File: src/rtl/dp_pkg.sv
// rtl/dp_pkg.sv - shared opcodes, FSM encoding and helpers for the multi-cycle datapath
// Purpose: ALU opcode constants, sequencing state encoding, link-register index helper.
// Ports: none (package).
package dp_pkg;

  localparam logic [3:0] OP_ADD = 4'd0;
  localparam logic [3:0] OP_SUB = 4'd1;
  localparam logic [3:0] OP_AND = 4'd2;
  localparam logic [3:0] OP_OR  = 4'd3;
  localparam logic [3:0] OP_XOR = 4'd4;
  localparam logic [3:0] OP_NOT = 4'd5;
  localparam logic [3:0] OP_SLL = 4'd6;
  localparam logic [3:0] OP_SRL = 4'd7;
  localparam logic [3:0] OP_SRA = 4'd8;
  localparam logic [3:0] OP_MUL = 4'd9;

  typedef enum logic [2:0] {
    S_IDLE = 3'd0,
    S_EXEC = 3'd1,
    S_MUL  = 3'd2,
    S_MEM  = 3'd3,
    S_WB   = 3'd4
  } state_t;

  // The link register is always the highest-numbered register.
  function automatic int link_reg(input int nregs);
    return nregs - 1;
  endfunction

endpackage

File: src/rtl/seq_multiplier.sv
// rtl/seq_multiplier.sv - W-cycle unsigned shift-add multiplier
// Purpose: unsigned a*b producing a 2*W product, one partial-product step per cycle.
// Ports:
//   clk, rst        clock, asynchronous active-high reset
//   start           load operands (accepted only when not busy)
//   a, b            multiplicand, multiplier (W bits)
//   busy            steps still outstanding
//   done            one-cycle pulse; product is final while done is high
//   product         2*W-bit result
module seq_multiplier #(
  parameter int W = 32
) (
  input  logic           clk,
  input  logic           rst,
  input  logic           start,
  input  logic [W-1:0]   a,
  input  logic [W-1:0]   b,
  output logic           busy,
  output logic           done,
  output logic [2*W-1:0] product
);

  localparam int CW = $clog2(W) + 1;

  logic [CW-1:0] cnt;
  logic [W-1:0]  mcand;

  // One shift-add step: upper half accumulates the multiplicand when the
  // current multiplier LSB is set, then the whole register shifts right.
  function automatic logic [2*W-1:0] step(input logic [2*W-1:0] p, input logic [W-1:0] m);
    logic [W:0] sum;
    sum = {1'b0, p[2*W-1:W]} + (p[0] ? {1'b0, m} : {(W+1){1'b0}});
    return {sum, p[W-1:1]};
  endfunction

  assign busy = (cnt != '0);

  // The first step is folded into the load so that exactly W cycles elapse
  // from start to the cycle in which done is high with the final product.
  always_ff @(posedge clk or posedge rst) begin
    if (rst) begin
      cnt     <= '0;
      mcand   <= '0;
      product <= '0;
      done    <= 1'b0;
    end else begin
      done <= 1'b0;
      if (start && !busy) begin
        mcand   <= a;
        product <= step({{W{1'b0}}, b}, a);
        cnt     <= CW'(W - 1);
      end else if (busy) begin
        product <= step(product, mcand);
        cnt     <= cnt - CW'(1);
        done    <= (cnt == CW'(1));
      end
    end
  end

endmodule

File: src/rtl/multicycle_datapath.sv
// rtl/multicycle_datapath.sv - multi-cycle datapath: register bank, ALU, multiplier, memory port
// Purpose: executes one decoded operation per start, sequencing EXEC/MUL/MEM/WB, pulses done.
// Ports:
//   clk, rst                       clock, asynchronous active-high reset
//   start / ready / done           launch (IDLE only) / idle indicator / completion pulse
//   alu_control, reg_addr_1/2      opcode, source A / source B (alternative dest)
//   shift_amount, immediate_const  constants; const_src picks shift_amount (1) or sign-extended immediate (0)
//   alu_src, reg_write_en, regwrite_select, reg_data, reg_to_pc, npc   operand / write-back controls
//   mem_read, mem_write            load / store request (store wins)
//   mem_req/we/addr/wdata, mem_ack, mem_rdata   data memory handshake
//   alu_result, mult_high, *_flag, write_address registered results of the last operation
module multicycle_datapath
  import dp_pkg::*;
#(
  parameter int XLEN    = 32,
  parameter int NREGS   = 32,
  parameter int IMM_W   = 21,
  parameter int R0_ZERO = 0,
  localparam int RAW    = $clog2(NREGS)
) (
  input  logic             clk,
  input  logic             rst,
  input  logic             start,
  output logic             ready,
  output logic             done,
  input  logic [3:0]       alu_control,
  input  logic [RAW-1:0]   reg_addr_1,
  input  logic [RAW-1:0]   reg_addr_2,
  input  logic [4:0]       shift_amount,
  input  logic [IMM_W-1:0] immediate_const,
  input  logic             const_src,
  input  logic             alu_src,
  input  logic             reg_write_en,
  input  logic             regwrite_select,
  input  logic             reg_data,
  input  logic             reg_to_pc,
  input  logic [XLEN-1:0]  npc,
  input  logic             mem_read,
  input  logic             mem_write,
  output logic             mem_req,
  output logic             mem_we,
  output logic [XLEN-1:0]  mem_addr,
  output logic [XLEN-1:0]  mem_wdata,
  input  logic             mem_ack,
  input  logic [XLEN-1:0]  mem_rdata,
  output logic [XLEN-1:0]  alu_result,
  output logic [XLEN-1:0]  mult_high,
  output logic             zero_flag,
  output logic             carry_flag,
  output logic             sign_flag,
  output logic             overflow_flag,
  output logic [RAW-1:0]   write_address
);

  localparam int SHW = $clog2(XLEN);
  localparam int MSB = XLEN - 1;

  state_t state, state_next;

  // Operation fields captured at start; the live inputs are ignored afterwards.
  logic [3:0]       op_q;
  logic [RAW-1:0]   a1_q, a2_q;
  logic [4:0]       sh_q;
  logic [IMM_W-1:0] imm_q;
  logic             const_src_q, alu_src_q, we_q, wsel_q, rsel_q, link_q, mr_q, mw_q;
  logic [XLEN-1:0]  npc_q;
  logic [XLEN-1:0]  load_q;

  logic [XLEN-1:0]  regs [NREGS];

  logic [XLEN-1:0]  rd_a, rd_b, const_val, op_a, op_b;
  logic [XLEN-1:0]  alu_res;
  logic             alu_c, alu_v;
  logic [XLEN:0]    sum_w, dif_w;
  logic [SHW-1:0]   shamt;

  logic             is_mul, is_mem, mul_start, mul_busy, mul_done;
  logic [2*XLEN-1:0] mul_prod;

  logic [RAW-1:0]   dest;
  logic [XLEN-1:0]  wb_data;
  logic             wr_en;

  assign is_mul = (op_q == OP_MUL);
  assign is_mem = mr_q | mw_q;

  // ---------------- operand fetch ----------------
  assign rd_a = ((R0_ZERO != 0) && (a1_q == '0)) ? '0 : regs[a1_q];
  assign rd_b = ((R0_ZERO != 0) && (a2_q == '0)) ? '0 : regs[a2_q];

  assign const_val = const_src_q ? XLEN'(sh_q) : XLEN'($signed(imm_q));
  assign op_a      = rd_a;
  assign op_b      = alu_src_q ? const_val : rd_b;
  assign shamt     = op_b[SHW-1:0];

  // ---------------- ALU ----------------
  // dif_w[XLEN] is the borrow, i.e. a < b unsigned.
  assign sum_w = {1'b0, op_a} + {1'b0, op_b};
  assign dif_w = {1'b0, op_a} - {1'b0, op_b};

  always_comb begin
    alu_res = '0;
    alu_c   = 1'b0;
    alu_v   = 1'b0;
    case (op_q)
      OP_ADD: begin
        alu_res = sum_w[XLEN-1:0];
        alu_c   = sum_w[XLEN];
        alu_v   = (op_a[MSB] == op_b[MSB]) && (sum_w[MSB] != op_a[MSB]);
      end
      OP_SUB: begin
        alu_res = dif_w[XLEN-1:0];
        alu_c   = dif_w[XLEN];
        alu_v   = (op_a[MSB] != op_b[MSB]) && (dif_w[MSB] != op_a[MSB]);
      end
      OP_AND:  alu_res = op_a & op_b;
      OP_OR:   alu_res = op_a | op_b;
      OP_XOR:  alu_res = op_a ^ op_b;
      OP_NOT:  alu_res = ~op_a;
      OP_SLL:  alu_res = op_a << shamt;
      OP_SRL:  alu_res = op_a >> shamt;
      OP_SRA:  alu_res = $signed(op_a) >>> shamt;
      default: alu_res = '0;
    endcase
  end

  seq_multiplier #(.W(XLEN)) u_mul (
    .clk     (clk),
    .rst     (rst),
    .start   (mul_start),
    .a       (op_a),
    .b       (op_b),
    .busy    (mul_busy),
    .done    (mul_done),
    .product (mul_prod)
  );

  // ---------------- write-back selection ----------------
  assign dest    = link_q ? RAW'(link_reg(NREGS)) : (wsel_q ? a2_q : a1_q);
  assign wb_data = link_q ? npc_q : (rsel_q ? alu_result : load_q);
  assign wr_en   = (state == S_WB) && (we_q || link_q) && !mw_q &&
                   !((R0_ZERO != 0) && (dest == '0));

  // ---------------- FSM: state register ----------------
  always_ff @(posedge clk or posedge rst) begin
    if (rst) state <= S_IDLE;
    else     state <= state_next;
  end

  // ---------------- FSM: next state ----------------
  always_comb begin
    state_next = state;
    case (state)
      S_IDLE: if (start) state_next = S_EXEC;
      S_EXEC: state_next = is_mul ? S_MUL : (is_mem ? S_MEM : S_WB);
      S_MUL:  if (mul_done) state_next = is_mem ? S_MEM : S_WB;
      S_MEM:  if (mem_ack) state_next = S_WB;
      S_WB:   state_next = S_IDLE;
      default: state_next = S_IDLE;
    endcase
  end

  // ---------------- FSM: outputs ----------------
  always_comb begin
    ready     = (state == S_IDLE);
    mem_req   = (state == S_MEM);
    mul_start = (state == S_EXEC) && is_mul && !mul_busy;
  end

  assign mem_we    = mw_q;
  assign mem_addr  = alu_result;
  assign mem_wdata = rd_b;

  // ---------------- operation latch and results ----------------
  always_ff @(posedge clk or posedge rst) begin
    if (rst) begin
      op_q <= '0; a1_q <= '0; a2_q <= '0; sh_q <= '0; imm_q <= '0;
      const_src_q <= 1'b0; alu_src_q <= 1'b0; we_q <= 1'b0; wsel_q <= 1'b0;
      rsel_q <= 1'b0; link_q <= 1'b0; mr_q <= 1'b0; mw_q <= 1'b0;
      npc_q <= '0; load_q <= '0;
      alu_result <= '0; mult_high <= '0;
      zero_flag <= 1'b0; carry_flag <= 1'b0; sign_flag <= 1'b0; overflow_flag <= 1'b0;
      write_address <= '0;
      done <= 1'b0;
    end else begin
      done <= (state == S_WB);
      if (state == S_IDLE && start) begin
        op_q <= alu_control; a1_q <= reg_addr_1; a2_q <= reg_addr_2;
        sh_q <= shift_amount; imm_q <= immediate_const;
        const_src_q <= const_src; alu_src_q <= alu_src; we_q <= reg_write_en;
        wsel_q <= regwrite_select; rsel_q <= reg_data; link_q <= reg_to_pc;
        mr_q <= mem_read; mw_q <= mem_write; npc_q <= npc;
      end
      if (state == S_EXEC && !is_mul) begin
        alu_result    <= alu_res;
        zero_flag     <= (alu_res == '0);
        carry_flag    <= alu_c;
        sign_flag     <= alu_res[MSB];
        overflow_flag <= alu_v;
      end
      if (state == S_MUL && mul_done) begin
        alu_result    <= mul_prod[XLEN-1:0];
        mult_high     <= mul_prod[2*XLEN-1:XLEN];
        zero_flag     <= (mul_prod[XLEN-1:0] == '0);
        carry_flag    <= (mul_prod[2*XLEN-1:XLEN] != '0);
        sign_flag     <= mul_prod[XLEN-1];
        overflow_flag <= 1'b0;
      end
      if (state == S_MEM && mem_ack && !mw_q) load_q <= mem_rdata;
      if (state == S_WB) write_address <= dest;
    end
  end

  // ---------------- register bank ----------------
  always_ff @(posedge clk or posedge rst) begin
    if (rst) begin
      for (int i = 0; i < NREGS; i++) regs[i] <= '0;
    end else if (wr_en) begin
      regs[dest] <= wb_data;
    end
  end

endmodule

File: config.mk
export PLATFORM = sky130hd
export DESIGN_NAME = multicycle_datapath
export DESIGN_NICKNAME = d
export VERILOG_FILES = /design/src/rtl/dp_pkg.sv /design/src/rtl/seq_multiplier.sv /design/src/rtl/multicycle_datapath.sv
export SDC_FILE = /design/constraint.sdc
export NUM_CORES = 2
export LEC_CHECK = 0
export CAP_MARGIN = 20
export CORE_MARGIN = 1
export CORE_UTILIZATION = 45
export CTS_CLUSTER_DIAMETER = 80
export DETAILED_ROUTE_END_ITERATION = 8
export SLEW_MARGIN = 20
export SYNTH_ARGS = -nofsm -noshare
export SYNTH_HDL_FRONTEND = slang
export SYNTH_SLANG_ARGS = --single-unit
File: constraint.sdc
create_clock -name clk -period 53.6 [get_ports clk]
set_input_delay 10.72 -clock clk [delete_from_list [all_inputs] [get_ports clk]]
set_output_delay 10.72 -clock clk [all_outputs]
set_load 0.01 [all_outputs]
==> results.md <==
- Gp weighted congestion: 1.05
- Root Driver: clkbuf_16
- Delay-heaviest family, CP: buffers and inverters
- Core ar.: 0.168 mm²
- Worst slew pin tran: 1.20 ns
- Initial Util: 45.4%
- DIE AREA: 0.171 mm²
- Final Worst Setup Slack: 36.89 ns
- Vias in the first global route: 62600
- Syn nets: 8118
- Top post-synthesis cells by count: nand2_1, dfrtp_1, o21ai_0, mux2i_1, clkbuf_1
- Pwr Density: 68.2 mW/mm²
- Cell area after synthesis: 0.0761 mm²
- Status: complete, no violations
- Post-synthesis cell type count: 96
- Synth async-reset ratio: 100%
- CP most frequent cell: buf_4
- Post-CTS Setup Bufs: 0
- Total grt overflow: 0
- Max clock buf depth: 3
- Fin. Hold Viols: 0
- TNS Setup: 0 ns
- Layout cells sized above 1: 12.8%
- Post-DRT Antenna Nets: 0
- Residual DRC count: 0
- Post-Syn Instances: 7866
- CP max stage cell: dfrtp_4
- Die height: 413 µm
- Yosys warnings: 0
- Crit path max fanout: 43
- Post-synth EDFFs: 0
- Max Clock Skew: 0.0329 ns
- Largest net degree at the start of global routing: 173
- Initial DRC count: 8002
- Post-Place Setup Slack: 37.54 ns
- Number of max-cap violations: 0
- Synth Area in Compound Gates: 17.5%
- Reg2Reg Launch Point: a2_q[0]
- Largest family of logic cells by synthesized area: multiplexers
- Worst skew pair latency: 0.82 ns
- Max H-tree Level: 4
- Total power: 5.82 mW
- CP Class: reg2out
- CP Launch Point: a2_q[0]
- Synth-to-Final Area Change: 12.2%
- CTS resizes: 0
- Final period util: 31.2%
- Setup violations, final: 0
- Top post-synthesis cells by area: dfrtp_1, mux4_2, mux2i_1, o21ai_0, nand2_1
- Initial antenna violation count: 11
- Post-DP HPWL: 198 mm
- Mux contribution to synthesized area: 19.7%
- Clock sinks: 1315
- CTS tree: done
- First-pass GRT wire length: 447 mm
- Area share of xor/xnor cells in the synthesized design: 0.426%
- Critical Path Start Type: flip-flop
- Post-DR wirelength/cell: 30.7 µm
- IO Pins: 257
- Flops & latches, synth: 1315
- Row count: 150
- Hold Crit Class: reg2reg
- Min-delay src: u_mul.mcand[15]
- P_leak: 37.0 nW
- Hold_ws: 0.470 ns
- Most common cell in the netlist: nand2_1
- GRT Overall Usage: 35.9%
- Fmax: 59.8 MHz
- Yosys top cell area share: 43.2%
- Crit path DAT: 5.99 ns
- FILL cells: 15200
- Routed vias/inst: 6.50
- Num CTS Buffers: 148
- Most area-hungry cell type in the Yosys netlist: dfrtp_1
- Worst vdd ir: 0.0629 mV
- RSZ-0062 raised after global routing: no
- Avg Cell Area, Syn: 9.68 µm²
- Register area share after synthesis: 43.2%
- Min cycle time layout: 16.71 ns
- Worst EP required: 42.88 ns
- Max stage delay on crit path: 0.94 ns
- Cts hold-fix bufs: 0
- Ys flop type: dfrtp_1
- Port bufs: 256
- DRT Pass-1 Iters: 6
- Worst Setup End Kind: output port
- Slew headroom: 19.9%
- WL final: 309 mm
- Adder-cell area share of the yosys netlist: 2.27%
- Layout Nets: 7972
- Simple logic cell fraction of the synthesized area: 12.1%
- Max Transition Viols Final: 0
- Clock transition at path regs: 0.05 ns
- Crit-path cells: buf_4 > buf_4 > buf_4 > mux4_2 > mux4_2 > mux2_2 > clkdlybuf4s50_1
- Final Util: 51.0%
- Die width: 413 µm
- WP buf/inv: 4
- Via count: 65400
## final timing paths
check | cells after the start | end | slack [ns]
worst max-delay path | 7 | mem_wdata[13] | 36.89
worst min-delay path | 2 | u_mul.mcand[15] | 0.47
worst max register to register | 24 | zero_flag | 42.82
worst min register to register | 2 | u_mul.mcand[15] | 0.47
max in group asynchronous | 6 | regs[305] | 39.32
min in group asynchronous | 2 | load_q[2] | 10.40
## layer usage
metal | global-route usage (%) | vias up | wire (µm)
met5 | 0 | - | 25
met4 | 19.7 | 4 | 18700
met3 | 8.13 | 863 | 28900
met2 | 54.4 | 3509 | 137000
met1 | 47.7 | 32800 | 124000
li1 | - | 28200 | -
## registers in the layout (all words and copies together) (netlist names), 3 cells and up
signal / cells
state: 3
load_q: 32
u_mul.mcand: 32
imm_q: 21
a2_q: 5
a1_q: 5
op_q: 4
u_mul.cnt: 6
sh_q: 5
u_mul.product: 64
write_address: 5
mult_high: 32
alu_result: 32
regs: 1024
npc_q: 32
## metrics by stage
stage	instance area, µm²	cells
6_report	85400	10100
5_1_grt	85400	10100
4_1_cts	85300	10000
3_5_place_dp	80200	9771
3_3_place_gp	80200	9771
2_1_floorplan	76100	7866
## cell usage in the layout (no fill, tap or decap), drive strengths merged, types with 15 or more instances in the layout
cell type and count:
nand2b 20, and3 20, nand4 19, xor2 15, clkinv 38, o22ai 156
o31ai 15, a211o 15, o21bai 17, a221oi 38, ha 133, a211oi 51
nor4 57, inv 124, and2 44, a21o 20, mux4 307, a31oi 25
o21ai 1263, a21oi 300, dfrtp 1315, clkbuf 219, nand2 1429, nor3 75
xnor2 22, nor2b 35, diode 15, buf 171, nor2 249, o21a 21
clkdlybuf4s50 256, o211ai 28, mux2 141, o221ai 18, nand3b 18, mux2i 647
a22oi 196, nand3 139
## power by group
part	internal, mW	switching [mW]	leakage, nW	total (mW)
clock network	0.627	0.434	2.52	1.06
registers	1.19	0.252	17.9	1.44
logic	1.06	2.26	16.6	3.32
total	2.88	2.95	37.0	5.82
## logic make-up (layout without fill, tap and decap cells)
group           count (synthesis)  count (layout)
mux                          1095            1095
other cells                     0              15
flops                        1315            1315
xor+xnor                       37              37
simple gates                 2159            2159
buf+inv                       845             819
compound gates               2279            2279
fa+ha+maj                     136             136
## tightest hold or removal path, stage by stage (launching register included)
cell,delay (ns)
dfrtp_1,0.33
nand2_1,0.04
o21ai_0,0.06
## area by class of cell
cell class | instances | area, µm² | share of cell area, %
Antenna cell | 15 | 37.5 | 0.0440
Clock buffer | 218 | 4430 | 5.19
Inverter | 121 | 463 | 0.542
Multi-Input combinational cell | 5706 | 40200 | 47.1
Sequential cell | 1315 | 32900 | 38.6
Tap cell | 2204 | 2760 | 3.23
Timing Repair Buffer | 428 | 3930 | 4.60
Clock inverter | 52 | 628 | 0.736
Note: power is estimated with default switching activity, not from simulation.
